[config.mk]
export PLATFORM = sky130hd
export DESIGN_NAME = pc_seq_ctrl_flat
export DESIGN_NICKNAME = d
export VERILOG_FILES = /design/src/rtl/pc_seq_ctrl_if.sv /design/src/rtl/pc_seq_ctrl.sv /design/src/flat_wrapper.sv
export SDC_FILE = /design/constraint.sdc
export NUM_CORES = 1
export LEC_CHECK = 0
export CORE_MARGIN = 3
export CORE_UTILIZATION = 39
export DETAILED_ROUTE_END_ITERATION = 7
export GPL_TIMING_DRIVEN = 0
export PLACE_DENSITY = 0.78
export SLEW_MARGIN = 20
export SYNTH_ARGS = -nofsm -noshare
export SYNTH_HDL_FRONTEND = slang
export SYNTH_SLANG_ARGS = --single-unit
[constraint.sdc]
create_clock -name clk -period 2.35 [get_ports clk]
set_input_delay 0.47 -clock clk [delete_from_list [all_inputs] [get_ports clk]]
set_output_delay 0.47 -clock clk [all_outputs]
set_load 0.02 [all_outputs]
[src/rtl/pc_seq_ctrl_if.sv]
// Datapath-facing bundle of the PC sequencer: ROM fetch, decode inputs, ALU flags and link/status outputs.
// The master modport is the sequencer side; the slave modport is the surrounding datapath.
interface pc_seq_ctrl_if #(
    parameter int PC_W = 10
);
    logic            stall;
    logic [31:0]     instr;
    logic [31:0]     imm;
    logic [31:0]     rs1_val;
    logic            alu_zero;
    logic            alu_lt;
    logic            alu_ltu;
    logic [PC_W-3:0] imem_addr;
    logic [PC_W-1:0] pc;
    logic            link_we;
    logic [31:0]     link_data;
    logic            br_taken;
    logic            halted;
    logic            fault;
    logic [31:0]     instret;

    modport master (
        input  stall, instr, imm, rs1_val, alu_zero, alu_lt, alu_ltu,
        output imem_addr, pc, link_we, link_data, br_taken, halted, fault, instret
    );

    modport slave (
        output stall, instr, imm, rs1_val, alu_zero, alu_lt, alu_ltu,
        input  imem_addr, pc, link_we, link_data, br_taken, halted, fault, instret
    );
endinterface

[src/rtl/pc_seq_ctrl.sv]
// Program-counter sequencer: FETCH/EXEC/HALT flow, branch/JAL/JALR resolution, link strobe, retire count.
// Optional macro MISALIGN_TRAP_EN: misaligned taken targets halt with fault instead of being truncated.
module pc_seq_ctrl #(
    parameter int              PC_W     = 10,
    parameter logic [PC_W-1:0] RESET_PC = '0,
    parameter logic [6:0]      HALT_OPC = 7'h7f
) (
    input logic           clk,
    input logic           rst,
    pc_seq_ctrl_if.master bus
);

    localparam logic [6:0] OPC_BRANCH = 7'b1100011;
    localparam logic [6:0] OPC_JAL    = 7'b1101111;
    localparam logic [6:0] OPC_JALR   = 7'b1100111;

    typedef enum logic [1:0] {
        FETCH,
        EXEC,
        HALT
    } state_t;

    state_t          state;
    logic [PC_W-1:0] pc_q;
    logic [31:0]     instret_q;
    logic [31:0]     link_data_q;
    logic            link_we_q;
    logic            br_taken_q;
    logic            halted_q;
    logic            fault_q;

    logic [6:0]      opcode;
    logic [2:0]      funct3;
    logic [PC_W-1:0] pc_plus4;
    logic [PC_W-1:0] br_target;
    logic [PC_W-1:0] jalr_sum;
    logic [PC_W-1:0] raw_target;
    logic [PC_W-1:0] target;
    logic            branch_cond;
    logic            is_halt;
    logic            redirect;
    logic            link;
    logic            misalign;
    logic            unused_bits;

    assign opcode    = bus.instr[6:0];
    assign funct3    = bus.instr[14:12];
    assign pc_plus4  = pc_q + PC_W'(4);
    assign br_target = pc_q + bus.imm[PC_W-1:0];
    assign jalr_sum  = bus.rs1_val[PC_W-1:0] + bus.imm[PC_W-1:0];

    assign unused_bits = ^{bus.instr[31:15], bus.instr[11:7],
                           bus.imm[31:PC_W], bus.rs1_val[31:PC_W]};

    always_comb begin
        branch_cond = 1'b0;
        case (funct3)
            3'b000:  branch_cond = bus.alu_zero;
            3'b001:  branch_cond = !bus.alu_zero;
            3'b100:  branch_cond = bus.alu_lt;
            3'b101:  branch_cond = !bus.alu_lt;
            3'b110:  branch_cond = bus.alu_ltu;
            3'b111:  branch_cond = !bus.alu_ltu;
            default: branch_cond = 1'b0;
        endcase
    end

    // Halt opcode is checked first so a custom HALT_OPC always wins over the decode below.
    always_comb begin
        is_halt    = 1'b0;
        redirect   = 1'b0;
        link       = 1'b0;
        raw_target = br_target;
        if (opcode == HALT_OPC) begin
            is_halt = 1'b1;
        end else begin
            case (opcode)
                OPC_BRANCH: begin
                    redirect   = branch_cond;
                    raw_target = br_target;
                end
                OPC_JAL: begin
                    redirect   = 1'b1;
                    link       = 1'b1;
                    raw_target = br_target;
                end
                OPC_JALR: begin
                    redirect   = 1'b1;
                    link       = 1'b1;
                    raw_target = {jalr_sum[PC_W-1:1], 1'b0};
                end
                default: begin
                    redirect   = 1'b0;
                    link       = 1'b0;
                    raw_target = br_target;
                end
            endcase
        end
    end

`ifdef MISALIGN_TRAP_EN
    assign misalign = redirect && (raw_target[1:0] != 2'b00);
    assign target   = raw_target;
`else
    assign misalign = 1'b0;
    assign target   = raw_target & ~PC_W'(3);
`endif

    always_ff @(posedge clk) begin
        if (rst) begin
            state       <= FETCH;
            pc_q        <= RESET_PC;
            instret_q   <= '0;
            link_data_q <= '0;
            link_we_q   <= 1'b0;
            br_taken_q  <= 1'b0;
            halted_q    <= 1'b0;
            fault_q     <= 1'b0;
        end else begin
            link_we_q  <= 1'b0;
            br_taken_q <= 1'b0;
            case (state)
                FETCH: begin
                    state <= EXEC;
                end
                EXEC: begin
                    // A stalled instruction has no side effects at all, including a pending halt.
                    if (!bus.stall) begin
                        if (is_halt) begin
                            state    <= HALT;
                            halted_q <= 1'b1;
                        end else if (misalign) begin
                            state    <= HALT;
                            halted_q <= 1'b1;
                            fault_q  <= 1'b1;
                        end else begin
                            state       <= FETCH;
                            pc_q        <= redirect ? target : pc_plus4;
                            br_taken_q  <= redirect;
                            link_we_q   <= link;
                            link_data_q <= 32'(pc_plus4);
                            instret_q   <= instret_q + 32'd1;
                        end
                    end
                end
                HALT: begin
                    state    <= HALT;
                    halted_q <= 1'b1;
                end
                default: begin
                    state <= FETCH;
                end
            endcase
        end
    end

    assign bus.imem_addr = pc_q[PC_W-1:2];
    assign bus.pc        = pc_q;
    assign bus.link_we   = link_we_q;
    assign bus.link_data = link_data_q;
    assign bus.br_taken  = br_taken_q;
    assign bus.halted    = halted_q;
    assign bus.fault     = fault_q;
    assign bus.instret   = instret_q;

endmodule
[src/flat_wrapper.sv]
// flat-port wrapper written by rule: the top's interface ports become plain ports
module pc_seq_ctrl_flat 
#(
    parameter int              PC_W     = 10,
    parameter logic [PC_W-1:0] RESET_PC = '0,
    parameter logic [6:0]      HALT_OPC = 7'h7f
)
  (clk, rst, bus_stall, bus_instr, bus_imm, bus_rs1_val, bus_alu_zero, bus_alu_lt, bus_alu_ltu, bus_imem_addr, bus_pc, bus_link_we, bus_link_data, bus_br_taken, bus_halted, bus_fault, bus_instret);
  pc_seq_ctrl_if #(.PC_W(PC_W)) bus_i ();
  input logic clk;
  input logic rst;
  input wire logic [$bits(bus_i.stall)-1:0] bus_stall;
  input wire logic [$bits(bus_i.instr)-1:0] bus_instr;
  input wire logic [$bits(bus_i.imm)-1:0] bus_imm;
  input wire logic [$bits(bus_i.rs1_val)-1:0] bus_rs1_val;
  input wire logic [$bits(bus_i.alu_zero)-1:0] bus_alu_zero;
  input wire logic [$bits(bus_i.alu_lt)-1:0] bus_alu_lt;
  input wire logic [$bits(bus_i.alu_ltu)-1:0] bus_alu_ltu;
  output wire logic [$bits(bus_i.imem_addr)-1:0] bus_imem_addr;
  output wire logic [$bits(bus_i.pc)-1:0] bus_pc;
  output wire logic [$bits(bus_i.link_we)-1:0] bus_link_we;
  output wire logic [$bits(bus_i.link_data)-1:0] bus_link_data;
  output wire logic [$bits(bus_i.br_taken)-1:0] bus_br_taken;
  output wire logic [$bits(bus_i.halted)-1:0] bus_halted;
  output wire logic [$bits(bus_i.fault)-1:0] bus_fault;
  output wire logic [$bits(bus_i.instret)-1:0] bus_instret;
  assign bus_i.stall = bus_stall;
  assign bus_i.instr = bus_instr;
  assign bus_i.imm = bus_imm;
  assign bus_i.rs1_val = bus_rs1_val;
  assign bus_i.alu_zero = bus_alu_zero;
  assign bus_i.alu_lt = bus_alu_lt;
  assign bus_i.alu_ltu = bus_alu_ltu;
  assign bus_imem_addr = bus_i.imem_addr;
  assign bus_pc = bus_i.pc;
  assign bus_link_we = bus_i.link_we;
  assign bus_link_data = bus_i.link_data;
  assign bus_br_taken = bus_i.br_taken;
  assign bus_halted = bus_i.halted;
  assign bus_fault = bus_i.fault;
  assign bus_instret = bus_i.instret;
  pc_seq_ctrl #(.PC_W(PC_W), .RESET_PC(RESET_PC), .HALT_OPC(HALT_OPC)) u_core (.clk(clk), .rst(rst), .bus(bus_i));
endmodule
; After elaboration in Yosys (flattened, before gate mapping)
; Index checks and enable logic that the tools add are counted.
[word_totals]
ff_bits = 57
in_bits = 102
[classes]
addsub = 4
n_eq_ne = 13
mux = 14
n_bitwise = 3
n_reduce_logical = 11
[ops]
columns = cell, n
row1 = 32-bit by 1-bit adder with 32-bit output (second input constant), 1
row2 = 10-bit two-way mux, 3
row3 = 7-bit equality test (second input constant), 4
row4 = 10-bit adder, 2
row5 = 3-bit equality test (second input constant), 4
row6 = 10-bit by 3-bit adder with 10-bit output (second input constant), 1
row7 = 1-bit case mux with 6 select lines, 1
row8 = 2-bit case mux with 3 select lines, 1
row9 = 3-bit AND reduction, 2
row10 = 1-bit two-way mux, 5
row11 = 5-bit OR reduction, 1
row12 = 2-bit two-way mux, 2
row13 = 1-bit case mux with 2 select lines, 2
row14 = 4-bit OR reduction, 1
row15 = 3-bit by 1-bit equality test with 1-bit output (second input constant), 1
row16 = 1-bit logical NOT, 3
row17 = 3-bit logical NOT, 1
row18 = 1-bit inverter, 3
row19 = 2-bit by 1-bit equality test with 1-bit output (second input constant), 1
row20 = 2-bit equality test (second input constant), 1
row21 = 2-bit logical NOT, 1
row22 = 2-bit by 1-bit inequality test with 1-bit output (second input constant), 1
row23 = 2-bit inequality test (second input constant), 1
row24 = 2-bit nonzero test, 1
row25 = 2-bit OR reduction, 1

; Logic depth before layout (Yosys ltp)
; Gate-level depths: netlist of run 1.
[depth]
word_depth = 5
mapped_depth = 7
depth_no_buf = 7

; Worst setup path after synthesis of run 1
; No wires, ideal clock.
[synth_path]
path_type = reg-to-reg
from = register u_core.pc_q[3], in the netlist u_core.bus.pc[3]
to = register u_core.pc_q[9], in the netlist u_core.bus.pc[9]
setup_ns = 0.117
arrival_time_ns = 1.957
required_ns = 2.233
setup_slack_ns = 0.276
stages_incl_launch_ff = 8
cell_sequence = dfxtp_1 ha_1 a211oi_1 o21ai_0 and4_1 o21ai_0 nand3b_1 a32o_1
[synth_between]
elab_chain_len = 4
word_cells_on_any_way = 5
classes_between = add/sub: 2 / mux: 3
[synth_lines]
columns = element, line
row1 = from (decl), pc_seq_ctrl.sv:24  ; logic [PC_W-1:0] pc_q;
row2 = from (signal assigned), pc_seq_ctrl.sv:138  ; pc_q <= redirect ? target : pc_plus4;
row3 = 10-bit adder, pc_seq_ctrl.sv:49  ; assign br_target = pc_q + bus.imm[PC_W-1:0];
row4 = 10-bit two-way mux, pc_seq_ctrl.sv:77  ; case (opcode)
row5 = 10-bit two-way mux, pc_seq_ctrl.sv:74  ; if (opcode == HALT_OPC) begin
row6 = 10-bit two-way mux (*), pc_seq_ctrl.sv:138
; Every way passes the cells marked *; elsewhere a longest branch is shown, timed or not.
; A chain may end at the register's enable or synchronous reset.

; Worst setup path in the final report of run 1
[layout_path]
from = input port bus_imm[3]
to = register u_core.pc_q[6], in the netlist u_core.bus.pc[6]
[layout_between]
elab_chain_len = 4
word_cells_on_any_way = 5
classes_between = add/sub: 2 / mux: 3
[layout_lines]
columns = element, line
row1 = from (decl), flat_wrapper.sv:14  ; input wire logic [$bits(bus_i.imm)-1:0] bus_imm;
row2 = "10-bit adder, on equally long branches", "pc_seq_ctrl.sv:49, pc_seq_ctrl.sv:50"
row3 = 10-bit two-way mux, pc_seq_ctrl.sv:77
row4 = 10-bit two-way mux (*), pc_seq_ctrl.sv:74
row5 = 10-bit two-way mux (*), pc_seq_ctrl.sv:138
; Marked as above.

==> results of run 1 <==
[cells by family (layout without fill, tap and decap cells)]
group                      Yosys count  in the layout  share of synthesized area
other                                1             27                    0.00111
xor gates and xnor gates            44             44                      0.114
and+or+nand+nor                    154            154                      0.239
buffers and inverters               54            161                      0.100
DFF                                 53             53                      0.313
AOI/OAI and AO/OA                   84             84                      0.164
adders and majority gates           17             17                     0.0627
muxes                                2              2                    0.00627
[placed cells by master (no fill, tap or decap), types with 10 or more instances in the layout]
cell,netlist,routed
sky130_fd_sc_hd__o21ai_0,22,21
sky130_fd_sc_hd__a21oi_1,21,21
sky130_fd_sc_hd__xnor2_1,23,23
sky130_fd_sc_hd__dfxtp_1,53,53
sky130_fd_sc_hd__or3_1,10,10
sky130_fd_sc_hd__ha_1,17,17
sky130_fd_sc_hd__buf_4,35,40
sky130_fd_sc_hd__nor2_1,46,45
sky130_fd_sc_hd__nand2_1,30,30
sky130_fd_sc_hd__conb_1,1,27
sky130_fd_sc_hd__nor3_1,14,12
sky130_fd_sc_hd__clkdlybuf4s50_1,0,94
sky130_fd_sc_hd__xor2_1,21,21
sky130_fd_sc_hd__a211oi_1,13,10
sky130_fd_sc_hd__nand3_1,17,17
[worst paths after layout]
| path | start | to | slack, ns | depth (start not counted) |
|---|---|---|---|---|
| setup / recovery | bus_imm[3] | u_core.bus.pc[6]$_SDFFE_PP0P_ | 0.11 | 8 |
| hold / removal | u_core.bus.link_data[3]$_SDFFE_PP0P_ | u_core.bus.link_data[3]$_SDFFE_PP0P_ | 0.47 | 2 |
| setup reg to reg | u_core.bus.pc[4]$_SDFFE_PP0P_ | u_core.bus.pc[9]$_SDFFE_PP0P_ | 0.25 | 7 |
| hold reg to reg | u_core.bus.link_data[3]$_SDFFE_PP0P_ | u_core.bus.link_data[3]$_SDFFE_PP0P_ | 0.47 | 2 |
[repair_timing]
item                                    4_1_cts  5_1_grt
endpoints found under the hold margin         0        0
hold buffers                                  0        0
pin swaps                                     0        4
buffers inserted                              0        5
endpoints found under the setup margin        2       15
gates resized for setup                       2       12
[final cells by class]
class | count | area share
buffer | 47 | 0.0658
clock buffer | 6 | 0.0172
clock inverter | 2 | 0.00784
inverter | 7 | 0.00549
multi-input combinational | 328 | 0.450
sequential | 53 | 0.222
tap | 105 | 0.0274
timing repair buffer | 99 | 0.204
[state kept, by name, summed over array words and instances (netlist names)]
name,count
u_core.bus.link_we,1
u_core.bus.br_taken,1
u_core.bus.link_data,8
u_core.bus.pc,8
u_core.bus.instret,32
u_core.bus.halted,1
u_core.state,2
[per-layer routing]
metal / up-vias / track usage
li1: 1661 / -
met3: 8 / 0.0189
met2: 105 / 0.307
met4: 0 / 0.0441
met5: - / 0
met1: 1545 / 0.206
[worst max-delay path, cell delays in order]
cell	delay (ns)
sky130_fd_sc_hd__clkdlybuf4s50_1	0.46
sky130_fd_sc_hd__ha_1	0.27
sky130_fd_sc_hd__nor3_1	0.27
sky130_fd_sc_hd__a211oi_4	0.11
sky130_fd_sc_hd__a31o_2	0.28
sky130_fd_sc_hd__xor2_1	0.17
sky130_fd_sc_hd__a21oi_1	0.10
sky130_fd_sc_hd__o41ai_1	0.32
[stage by stage]
stage          cells  total power (W)
3_5_place_dp     634          0.00137
5_1_grt          647          0.00210
6_report         647          0.00202
4_1_cts          642          0.00202
2_1_floorplan    435          0.00122
3_3_place_gp     634          0.00136
[where the power goes]
group / internal (W) / switching, W / total [W]
clock network: 0.000347 / 0.000300 / 0.000647
logic: 0.000213 / 0.000233 / 0.000447
registers: 0.000913 / 0.0000158 / 0.000929
==> summary.md, run 1 <==
The run gives 0 as the total global routing overflow. During synthesis, Yosys emitted a total of 0 warnings. For this run, the post-layout net count is 660. The number of global-route vias before repair was 3048.

In the synthesized netlist, the number of instances is 409. The fill cell total of the finished layout is 802, and the number of synthesized flops with an enable pin is 0. The chip height works out to 99.3 um. The final critical path time including I/O delays and setup is 2.24 ns. The logs give 0.0122 ns for the worst clock skew on the final layout and 0.407 for the effective utilization at floorplan. By instance count, the leading cell after synthesis is sky130_fd_sc_hd__dfxtp_1. The required time reported for the critical path endpoint is 2.55 ns. The slew of the pin with the lowest slew margin was 0.641 ns. The floorplan step set the die width to 99.3 um. With fillers left out, the area of the finished cells amounts to 4790 sq um.

Dividing the synthesized area by the synthesized cell count gives 8.29 sq um. After detailed routing, the average wire length per cell comes to 13.4 um. Summing over every cut layer, the via total after detailed routing is 3319. Sorting the synthesized cells by area gives the leading types as sky130_fd_sc_hd__dfxtp_1 (31%), sky130_fd_sc_hd__buf_4 (7.7%), sky130_fd_sc_hd__ha_1 (6.3%), sky130_fd_sc_hd__xnor2_1 (5.9%), sky130_fd_sc_hd__xor2_1 (5.4%). The setup slack after layout was 0.106 ns; the wire length of the first global-routing pass was 13800 um. The wire length after detailed routing is 8670 um, and the total standard cell area after synthesis is 3390 sq um. The standard-cell row count came out at 33. The global routing usage summed across all routing layers was 0.167. Summing all flip-flop and latch instances after layout gives 1060 sq um. Data arrival time of the critical path: 2.45 ns. Length of routed met3 wiring: 433 um. The fraction of registers with async set/reset is 0. The worst setup path is captured at a flop. In this run the count of I/O pins placed on the die edge is 188. In the synthesized netlist the dominant register cell turns out to be sky130_fd_sc_hd__dfxtp_1. The worst setup path is of the in -> reg kind. The die covers 9850 sq um. For this run, design rule violations remaining after detail routing come to 0. Across the run, the number of max-cap violations was 0.

For the post-placement setup slack, the log shows -0.384 ns. The post-synthesis sequential area ratio is 0.313, and the area of combinational cells with multiple inputs is 2160 sq um. TritonCTS built the clock tree. The run finished with clean final reports. VDD sags by at most 246 uV. For the latest clock arrival within the worst-skew pair, the log shows 0.31 ns.

In this run the remaining antenna-violating nets after routing total 0. The run gives 0 as the count of pins over their slew limit. Counting distinct cell types in the post-synthesis netlist gives 54. Buffers placed on the I/O ports in this run total 94.

The number of antenna violations at the first check in global routing is 0. The worst setup path is launched from an input port. The tools report the met2 wirelength from detailed routing as 4360 um.

For the final routed database, the setup TNS stands at 0 ns. The cell area power density was 422 nW/um^2. Based on the critical path, the design can be clocked at up to 446 MHz.

Setup repair after global routing could not meet its margin everywhere. The commonest cells after synthesis are sky130_fd_sc_hd__dfxtp_1 (53), sky130_fd_sc_hd__nor2_1 (46), sky130_fd_sc_hd__buf_4 (35). In this run, CTS created clock tree buffers numbering 5.

The uppermost layer routed was met4. The final antenna diode count was 0; the largest net degree at the start of global routing was 17. The flip-flop and latch count after synthesis is 53, and the via density per instance is 5.13. The type of the most critical hold path was reg -> reg. The buffer cell driving the clock tree root is sky130_fd_sc_hd__clkbuf_8.

The share of layout cells above drive strength 1 works out to 0.135. The clock sink count was 53; the placed cell area was 4560 sq um. The number of hold-slack violations in the final timing report is 0, and the number of optimization iterations in the first detailed-route pass is 4. The clock tree synthesis step divided the H-tree into 2 levels.

The final-report setup violation count was 0; the post-CTS clock slew at the launch and capture registers of the worst setup and hold paths was 0.09 ns. After detailed routing, the wire length on met1 is 3780 um. The clock passes through at most 2 buffers. The floorplan core area was 8340 sq um. The logs give 0.566 for the relative slew slack and 0.823 for the routability-driven placement congestion ratio.

For this design the static power due to leakage is 1.84 nW. The core occupancy in the finished layout was 0.574; the maximum fanout along the worst path was 4. The post-route fraction of the period consumed by the critical path came out at 0.955.

The largest total area in the synthesized netlist belongs to sky130_fd_sc_hd__dfxtp_1. In this run, the number of DRC markers left after iteration 0 of detailed routing was 141. The worst slack on hold paths is 0.467 ns. The area share of the largest cell type after synthesis was 0.313. Total half-perimeter wirelength after legalization and detailed placement: 6950 um. The area added between synthesis and finish works out to 41.2%.
No activity file was read; power rests on OpenSTA's default activity.
==> run 2: changes to the inputs <==
--- a/config.mk
+++ b/config.mk
@@ -7,6 +7,7 @@
 export LEC_CHECK = 0
 export CORE_MARGIN = 3
 export CORE_UTILIZATION = 39
+export CTS_CLUSTER_SIZE = 16
 export DETAILED_ROUTE_END_ITERATION = 7
 export GPL_TIMING_DRIVEN = 0
 export PLACE_DENSITY = 0.78
==> results of run 2 <==
The final DEF is identical to that of run 1; final timing and power are the same.
